==> src/rtl/scariv_ldq_alloc_ctrl.sv <==
// ---------------------------------------------------------------------------
// scariv_ldq_alloc_ctrl
//
// Allocation and retire pointer controller for the LSU load queue. It sits
// between dispatch and the array of load-queue entries.
//
// Dispatch side: a dispatch group of up to DISP_WIDTH loads is granted
// consecutive entries starting at the in-pointer. Each granted entry gets a
// strobe on o_entry_disp_load in the same cycle. Allocation is all-or-nothing.
//
// Retire side: a window of up to RETIRE_WIDTH occupied entries starting at the
// out-pointer is exposed on o_entry_outptr_valid. The out-pointer advances over
// the in-order run of finished entries inside that window. This frees their
// credits from the next cycle on.
//
// Ports:
//   i_clk, i_reset_n      clock, asynchronous active-low reset
//   i_disp_valid          dispatch group presented this cycle
//   i_disp_load_num       loads in the group (0..DISP_WIDTH)
//   o_disp_ready          free entries >= i_disp_load_num (registered count only)
//   o_entry_disp_load     per-entry allocate strobe
//   i_entry_finish        per-entry finish (committed or dead)
//   o_entry_outptr_valid  per-entry retire window strobe
//   o_inptr, o_outptr     allocate / retire pointers, MSB is the wrap bit
//   o_count               occupied entries (0..LDQ_SIZE)
//   o_full, o_empty       derived from o_count
// ---------------------------------------------------------------------------
module scariv_ldq_alloc_ctrl #(
   parameter int LDQ_SIZE     = 16,
   parameter int DISP_WIDTH   = 4,
   parameter int RETIRE_WIDTH = 2
) (
   input  logic                             i_clk,
   input  logic                             i_reset_n,

   input  logic                             i_disp_valid,
   input  logic [$clog2(DISP_WIDTH+1)-1:0]  i_disp_load_num,
   output logic                             o_disp_ready,
   output logic [LDQ_SIZE-1:0]              o_entry_disp_load,

   input  logic [LDQ_SIZE-1:0]              i_entry_finish,
   output logic [LDQ_SIZE-1:0]              o_entry_outptr_valid,

   output logic [$clog2(LDQ_SIZE):0]        o_inptr,
   output logic [$clog2(LDQ_SIZE):0]        o_outptr,
   output logic [$clog2(LDQ_SIZE):0]        o_count,
   output logic                             o_full,
   output logic                             o_empty
);

   localparam int IW = $clog2(LDQ_SIZE);          // entry index width
   localparam int PW = IW + 1;                    // pointer / count width
   localparam int CW = PW + 1;                    // headroom for overflow check
   localparam int NW = $clog2(DISP_WIDTH + 1);
   localparam int RW = $clog2(RETIRE_WIDTH + 1);

   logic [PW-1:0] inptr_q;
   logic [PW-1:0] outptr_q;
   logic [PW-1:0] count_q;
   logic [PW-1:0] free;

   logic          alloc_fire;
   logic [NW-1:0] n_alloc;
   logic [RW-1:0] n_retire;
   logic          run;
   logic [CW-1:0] count_next;

   // -------------------------------------------------------------------------
   // Dispatch side
   // -------------------------------------------------------------------------
   // Credits come from the registered count only, so a retire in this cycle
   // does not help a dispatch in the same cycle.
   assign free         = PW'(LDQ_SIZE) - count_q;
   assign o_disp_ready = (int'(free) >= int'(i_disp_load_num));

   // Gating with reset keeps the strobes quiet while reset is held, even if
   // dispatch keeps presenting a group.
   assign alloc_fire = i_reset_n & i_disp_valid & o_disp_ready;
   assign n_alloc    = alloc_fire ? i_disp_load_num : '0;

   // The index sum is IW bits wide, so it wraps modulo LDQ_SIZE by itself.
   always_comb begin
      o_entry_disp_load = '0;
      for (int k = 0; k < DISP_WIDTH; k++) begin
         if (k < int'(n_alloc)) begin
            o_entry_disp_load[inptr_q[IW-1:0] + IW'(k)] = 1'b1;
         end
      end
   end

   // -------------------------------------------------------------------------
   // Retire side
   // -------------------------------------------------------------------------
   always_comb begin
      o_entry_outptr_valid = '0;
      for (int k = 0; k < RETIRE_WIDTH; k++) begin
         if (k < int'(count_q)) begin
            o_entry_outptr_valid[outptr_q[IW-1:0] + IW'(k)] = 1'b1;
         end
      end
   end

   // Retire the in-order run of finished entries. The first unfinished or
   // unoccupied slot ends the run, even if later slots report finish.
   always_comb begin
      n_retire = '0;
      run      = 1'b1;
      for (int k = 0; k < RETIRE_WIDTH; k++) begin
         if (run &&
             o_entry_outptr_valid[outptr_q[IW-1:0] + IW'(k)] &&
             i_entry_finish[outptr_q[IW-1:0] + IW'(k)]) begin
            n_retire = n_retire + RW'(1);
         end else begin
            run = 1'b0;
         end
      end
   end

   // -------------------------------------------------------------------------
   // State
   // -------------------------------------------------------------------------
   // The extra MSB lets the overflow check see count values above LDQ_SIZE.
   assign count_next = {1'b0, count_q} + CW'(n_alloc) - CW'(n_retire);

   // Power-of-two queue: carrying out of the index bits flips the wrap bit.
   always_ff @(posedge i_clk or negedge i_reset_n) begin
      if (!i_reset_n) begin
         inptr_q  <= '0;
         outptr_q <= '0;
         count_q  <= '0;
      end else begin
         inptr_q  <= inptr_q  + PW'(n_alloc);
         outptr_q <= outptr_q + PW'(n_retire);
         count_q  <= count_next[PW-1:0];
      end
   end

   assign o_inptr  = inptr_q;
   assign o_outptr = outptr_q;
   assign o_count  = count_q;
   assign o_full   = (count_q == PW'(LDQ_SIZE));
   assign o_empty  = (count_q == '0);

   // -------------------------------------------------------------------------
   // Consistency checks
   // -------------------------------------------------------------------------
   always @(posedge i_clk) begin
      if (i_reset_n) begin
         assert (count_next <= CW'(LDQ_SIZE))
            else $fatal(1, "ldq count would exceed LDQ_SIZE");
         assert ((i_entry_finish & ~o_entry_outptr_valid) == '0)
            else $fatal(1, "ldq finish reported outside the retire window");
         assert (o_full == ((inptr_q[IW-1:0] == outptr_q[IW-1:0]) &&
                            (inptr_q[IW] != outptr_q[IW])))
            else $fatal(1, "ldq full disagrees with pointers");
         assert (o_empty == (inptr_q == outptr_q))
            else $fatal(1, "ldq empty disagrees with pointers");
      end
   end

endmodule

==> config.mk <==
export PLATFORM = sky130hd
export DESIGN_NAME = scariv_ldq_alloc_ctrl
export DESIGN_NICKNAME = d
export VERILOG_FILES = /design/src/rtl/scariv_ldq_alloc_ctrl.sv
export SDC_FILE = /design/constraint.sdc
export NUM_CORES = 1
export LEC_CHECK = 0
export ABC_CLOCK_PERIOD_IN_PS = 4950
export CAP_MARGIN = 20
export CORE_MARGIN = 5
export CORE_UTILIZATION = 51
export DETAILED_ROUTE_END_ITERATION = 8
export HOLD_SLACK_MARGIN = 0.15
export PLACE_DENSITY = 0.82
export REMOVE_ABC_BUFFERS = 1
export SLEW_MARGIN = 20
export SYNTH_ARGS = -nofsm -noshare
export SYNTH_HDL_FRONTEND = slang
export SYNTH_SLANG_ARGS = --single-unit
export TNS_END_PERCENT = 10
==> constraint.sdc <==
create_clock -name i_clk -period 4.95 [get_ports i_clk]
set_clock_uncertainty 0.2 [all_clocks]
set_input_delay 0.495 -clock i_clk [delete_from_list [all_inputs] [get_ports i_clk]]
set_output_delay 0.495 -clock i_clk [all_outputs]
set_load 0.02 [all_outputs]
* Yosys cells after proc, flatten, opt, wreduce, memory -nomap -nowiden
Index checks and enable logic that the tools add are counted.
** Storage, ports and cells
- Bits in registers :: 15
- Logic and storage cells :: 79
- Output and inout bits :: 50
- Input bits :: 22
** Operators by class
- Mux-type cells :: 30
- Equality and inequality tests :: 1
- $lt $le $gt $ge :: 19
- Add/subtract/negate cells :: 10
- Bitwise gates (word level) :: 6
- Reduce and logical (&&, ||, !) cells :: 10
** Operator list (number)
- two-way mux 16 bit :: 6
- OR 16 bit :: 4
- less-than comparator 4 x 5 -> 1 bit (second input constant) :: 6
- demux 1 bit (select 4 bit) :: 6
- >= comparator 4 x 1 -> 1 bit (second input constant) :: 6
- binary-select mux 1 bit (select 4 bit) :: 4
- two-way mux 1 bit :: 12
- adder 5 x 3 -> 5 bit :: 2
- less-than comparator 1 x 5 -> 1 bit (first input constant) :: 2
- logical AND 1 bit :: 9
- adder 4 x 1 -> 4 bit (second input constant) :: 2
- adder 4 x 2 -> 4 bit (second input constant) :: 2
- less-than comparator 1 x 3 -> 1 bit (first input constant) :: 2
- less-than comparator 2 x 3 -> 1 bit (first input constant) :: 2
- adder 5 x 2 -> 5 bit :: 1
- equality test 5 bit (second input constant) :: 1
- >= comparator 5 x 3 -> 1 bit :: 1
- logical NOT 5 bit :: 1
- subtractor 5 x 2 -> 5 bit :: 1
- subtractor 5 bit (first input constant) :: 1
- two-way mux 3 bit :: 1
- adder 2 x 1 -> 2 bit (second input constant) :: 1
- AND 1 bit :: 2
- two-way mux 2 bit :: 1

* Longest topological paths before layout
- Word-level depth :: 15
- Mapped depth :: 19
- Mapped depth without buffers :: 17

* Worst setup path after synthesis
No wires, ideal clock.
- Path kind :: register to register
- Start :: reg outptr_q[1], in the netlist o_outptr[1]
- End :: reg count_q[4], in the netlist o_count[4]
- Required time :: 4671 ps
- Stages on the path, launching flop included :: 18
- Clock period less this slack :: 4731 ps
- Data arrival time :: 4451 ps
- Setup time :: 79 ps
- Buffers on the path :: 1
- Slack :: 219 ps
- Cells stage by stage :: dfrtp_1 -> clkbuf_1 -> inv_1 -> ha_1 -> and2_1 -> nand3_1 -> o211ai_1 -> mux4_1 -> o221ai_1 -> a41oi_1 -> and4_1 -> ha_1 -> fa_1 -> inv_1 -> fa_1 -> a21o_1 -> a21oi_1 -> xor2_1
** Between the ends
- Word-level cells in the longest chain between the ends :: 15
- Elaborated cells between the ends (all ways) :: 30
** Ends and longest elaborated chain
- from (decl) :: line 58 : logic [PW-1:0] outptr_q;
- from (signal assigned) :: line 133 : outptr_q <= outptr_q + PW'(n_retire);
- adder 4 x 1 -> 4 bit (tied with other cells) :: line 98 : o_entry_outptr_valid[outptr_q[IW-1:0] + IW'(k)] = 1'b1;
- less-than comparator 4 x 5 -> 1 bit (not written as such) (tied with other cells) :: line 98
- logical AND 1 bit (not written as such) or two-way mux 1 bit (tied branches) :: line 98
- two-way mux 1 bit (not written as such) or demux 1 bit (select 4 bit) (tied branches) :: line 98
- demux 1 bit (select 4 bit) or two-way mux 16 bit (tied branches) :: line 98, 97
- OR 16 bit (no line)
- two-way mux 16 bit (*) :: line 97 : if (k < int'(count_q)) begin
- named net o_entry_outptr_valid[5] :: line 42 : output logic [LDQ_SIZE-1:0] o_entry_outptr_valid,
- parallel branches: the longest is 6 deep, another holds adder 2 x 1 -> 2 bit
- two-way mux 2 bit (*) :: line 109 : if (run &&
- subtractor 5 x 2 -> 5 bit (*) :: line 123 : assign count_next = {1'b0, count_q} + CW'(n_alloc) - CW'(n_retire);
- named net count_next[4] :: line 66 : logic [CW-1:0] count_next;
- to (signal assigned) :: line 134 : count_q <= count_next[PW-1:0];
- to (decl) :: line 59 : logic [PW-1:0] count_q;
Mark *: on every way through the listed nets, which the timed path passes. The select of a mux whose other input is x is not followed.

* Worst setup path in the final report
- Start :: reg count_q[3], in the netlist o_count[3]
- End :: reg count_q[4], in the netlist o_count[4]
** Between the ends
- Word-level cells in the longest chain between the ends :: 12
- Elaborated cells between the ends (all ways) :: 22
** Ends and longest elaborated chain (line)
- parallel branches: the longest is 11 deep, another holds less-than comparator 1 x 5 -> 1 bit
- subtractor 5 x 2 -> 5 bit (*) :: 123
- named net count_next[4] :: 66
Marked as above.

==> metrics.csv <==
metric,value,unit
Tmin final,4.705,ns
final instance count without filler cells,525,
ratio of cells with drive above 1 in the final layout,10.60,%
routability cong.,0.9601,
Clock Latency Late Sink,0.25,ns
crit path max fanout,7,
top_reg_cell synth,dfrtp_1,
Startpoint Class,register,
IO Count,72,
first-pass GRT wire length,15.65,mm
CP Capture Type,register,
Starting Density,53.04,%
Synth area leader,dfrtp_1,
DRC Markers,0,
hold buffers post-CTS,0,
FMAX,212.5,MHz
Final Setup Violations,0,
Final Cell Area,3881,um^2
die footprint,7420,um^2
cells after synthesis,383,
register area share after synthesis,12.70,%
unrepaired setup endpoints after global routing,no,
asr flop ratio synth,100.0,%
"Power, Total",3209,uW
root buf cell,clkbuf_8,
YS warnings,0,
"setup slack, reg-to-reg",0.24,ns
routed vias/inst,6.457,
Post-synth EDFFs,0,
n_diodes,0,
critical path class,reg -> reg,
Placed Cells incl. Taps,515,
CTS tree,yes,
GRT Util Overall,25.77,%
number of distinct library cells after synthesis,73,
Mean Syn Cell Area,7.720,um^2
clock-pin slew on the worst setup and hold paths,0.06,ns
pwr dens,826.9,nW/um^2
Worst EP required,4.92,ns
FF-to-FF Start,o_count[3]$_DFF_PN0_,
die span in y,86.14,um
Commonest cells post-synth,"inv_1, ha_1, nand2_1, clkbuf_1, nor2_1",
crit path capture,o_count[4]$_DFF_PN0_,
DRT iter0 DRCs,247,
Final Hold Vio Count,0,
DR WL/cell,19.03,um
status,"finished, final reports clean",
largest net degree at the start of global routing,28,
Setup crit start,o_count[3]$_DFF_PN0_,
worst r2r dst,o_count[4]$_DFF_PN0_,
Mapped Area,2957,um^2
Area contributors post-synth,"dfrtp_1, ha_1, inv_1",
clock buffer depth,2,
Fill cells,485,
clock buffer count from CTS,3,
WP data arrival,4.68,ns
clk sinks,15,
post-synth top area share,12.70,%
MaxCap Viol Count,0,
chip width,86.14,um
fin. max-slew vios,0,
FF-to-FF path depth,16,
WL final,9.989,mm
most frequent cell after synthesis,inv_1,
Rel. slew slack,45.81,%
total grt overflow,0,
Worst Hold Slack,0.2784,ns
Core Box Area,5574,um^2
Rows,27,
area delta synth->final,31.27,%
nets,508,
DR pass1 iterations,5,
Hold Path Class,reg -> reg,
Antenna Nets Post-Route,0,
initial antenna violation count,0,
Tcrit/Tclk final,95.05,%
# port buffers,71,
worst-margin pin slew,0.8128,ns
synthesized flop and latch total,15,
"Cell Area, Placed",3757,um^2
DP Wirelength,7.585,mm
vias in the first global route,3310,
Leakage Power,0.001585,uW
maximum vdd drop,0.0005803,V
Vias,3390,
htree depth,1,
setup TNS,0,ns
==> layout by cell type (no fill, tap or decap), types with 4 or more instances in the layout <==
cell type	n
a211o_1	4
a21o_1	9
a21oi_1	12
a31oi_1	6
a32oi_1	5
and2_1	6
and3_1	6
buf_4	22
clkdlybuf4s50_1	71
dfrtp_1	15
fa_1	4
ha_1	26
inv_1	29
mux2i_1	8
mux4_2	4
nand2_1	26
nand2b_1	7
nand3_1	17
nand4_1	7
nor2_1	20
nor2b_1	8
nor3_1	13
nor3b_1	4
nor4_1	5
o211ai_1	6
o21ai_0	13
o22ai_1	9
or3_1	4
xnor2_1	12
xor2_1	6
==> where the power goes <==
part	switching (uW)	internal (uW)
registers	193	202
logic	1510	1200
clock network	43.4	55.7
total	1750	1460
==> logic make-up after synthesis <==
kind of cell               synth area share, %
and+or+nand+nor                          25.98
DFF                                      12.70
xor gates and xnor gates                 5.332
adders and majority gates                14.56
buffers and inverters                    8.506
muxes                                    7.025
AOI/OAI and AO/OA                        25.90
==> per-layer routing <==
layer / wire length (um) / track usage (%) / vias to the layer above / share of wire, %
li1: - / - / 1588 / -
met3: 788 / 4.035 / 39 / 7.9
met4: 368 / 12.66 / 0 / 3.7
met1: 3996 / 30.68 / 1591 / 40
met5: 0 / 0 / - / 0
met2: 4835 / 44.71 / 172 / 48
==> registers in the layout, summed over array words and instances, names as in the netlist <==
name,cells
o_count,5
o_outptr,5
o_inptr,5
==> critical path: stages (launching register included) <==
cell and delay (ns):
dfrtp_1 0.41, inv_1 0.14, ha_4 0.18, or4b_4 0.54, a32o_2 0.31, and3_1 0.16, a311o_1 0.27, a311o_1 0.27
and3_1 0.18, and4_1 0.17, ha_1 0.24, fa_1 0.52, inv_1 0.07, fa_1 0.45, a21o_1 0.19, a21oi_1 0.16
xor2_1 0.18
==> area by class of cell <==
cell class	instances	area [um^2]	share of cell area, %
clock inverters	1	5.005	0.1289
inverters	31	116.4	2.998
well taps	72	90.09	2.321
multi-input cells	309	2370	61.06
repair buffers	94	883.3	22.76
flip-flops and latches	15	375.4	9.671
clock buffers	3	41.29	1.064
==> metrics by stage <==
| step | util (%) | setup slack [ns] |
|---|---|---|
| 2_1_floorplan | - | -0.2419 |
| 3_3_place_gp | 67.41 | 0.1656 |
| 3_5_place_dp | 67.41 | 0.02984 |
| 4_1_cts | 68.24 | 0.02787 |
| 5_1_grt | 69.63 | 0.0006226 |
| 6_report | 69.63 | 0.2449 |
==> worst min-delay path by stage <==
stage	start	end	slack (ns)	depth (start not counted)
floorplan	i_reset_n	o_count[0]$_DFF_PN0_	-0.0006	0
global placement	o_outptr[4]$_DFF_PN0_	o_outptr[4]$_DFF_PN0_	0.26	1
detailed placement	o_outptr[4]$_DFF_PN0_	o_outptr[4]$_DFF_PN0_	0.26	1
CTS	o_inptr[4]$_DFF_PN0_	o_inptr[4]$_DFF_PN0_	0.28	1
global route	o_outptr[4]$_DFF_PN0_	o_outptr[4]$_DFF_PN0_	0.32	1
finish	o_inptr[4]$_DFF_PN0_	o_inptr[4]$_DFF_PN0_	0.28	1
==> repair_timing <==
| item | 4_1_cts | 5_1_grt |
|---|---|---|
| resized for setup | 0 | 9 |
| setup buffers | 0 | 5 |
| setup endpoints to repair | 0 | 2 |
| hold endpoints to repair | 0 | 0 |
(Power assumes the default switching activity.)
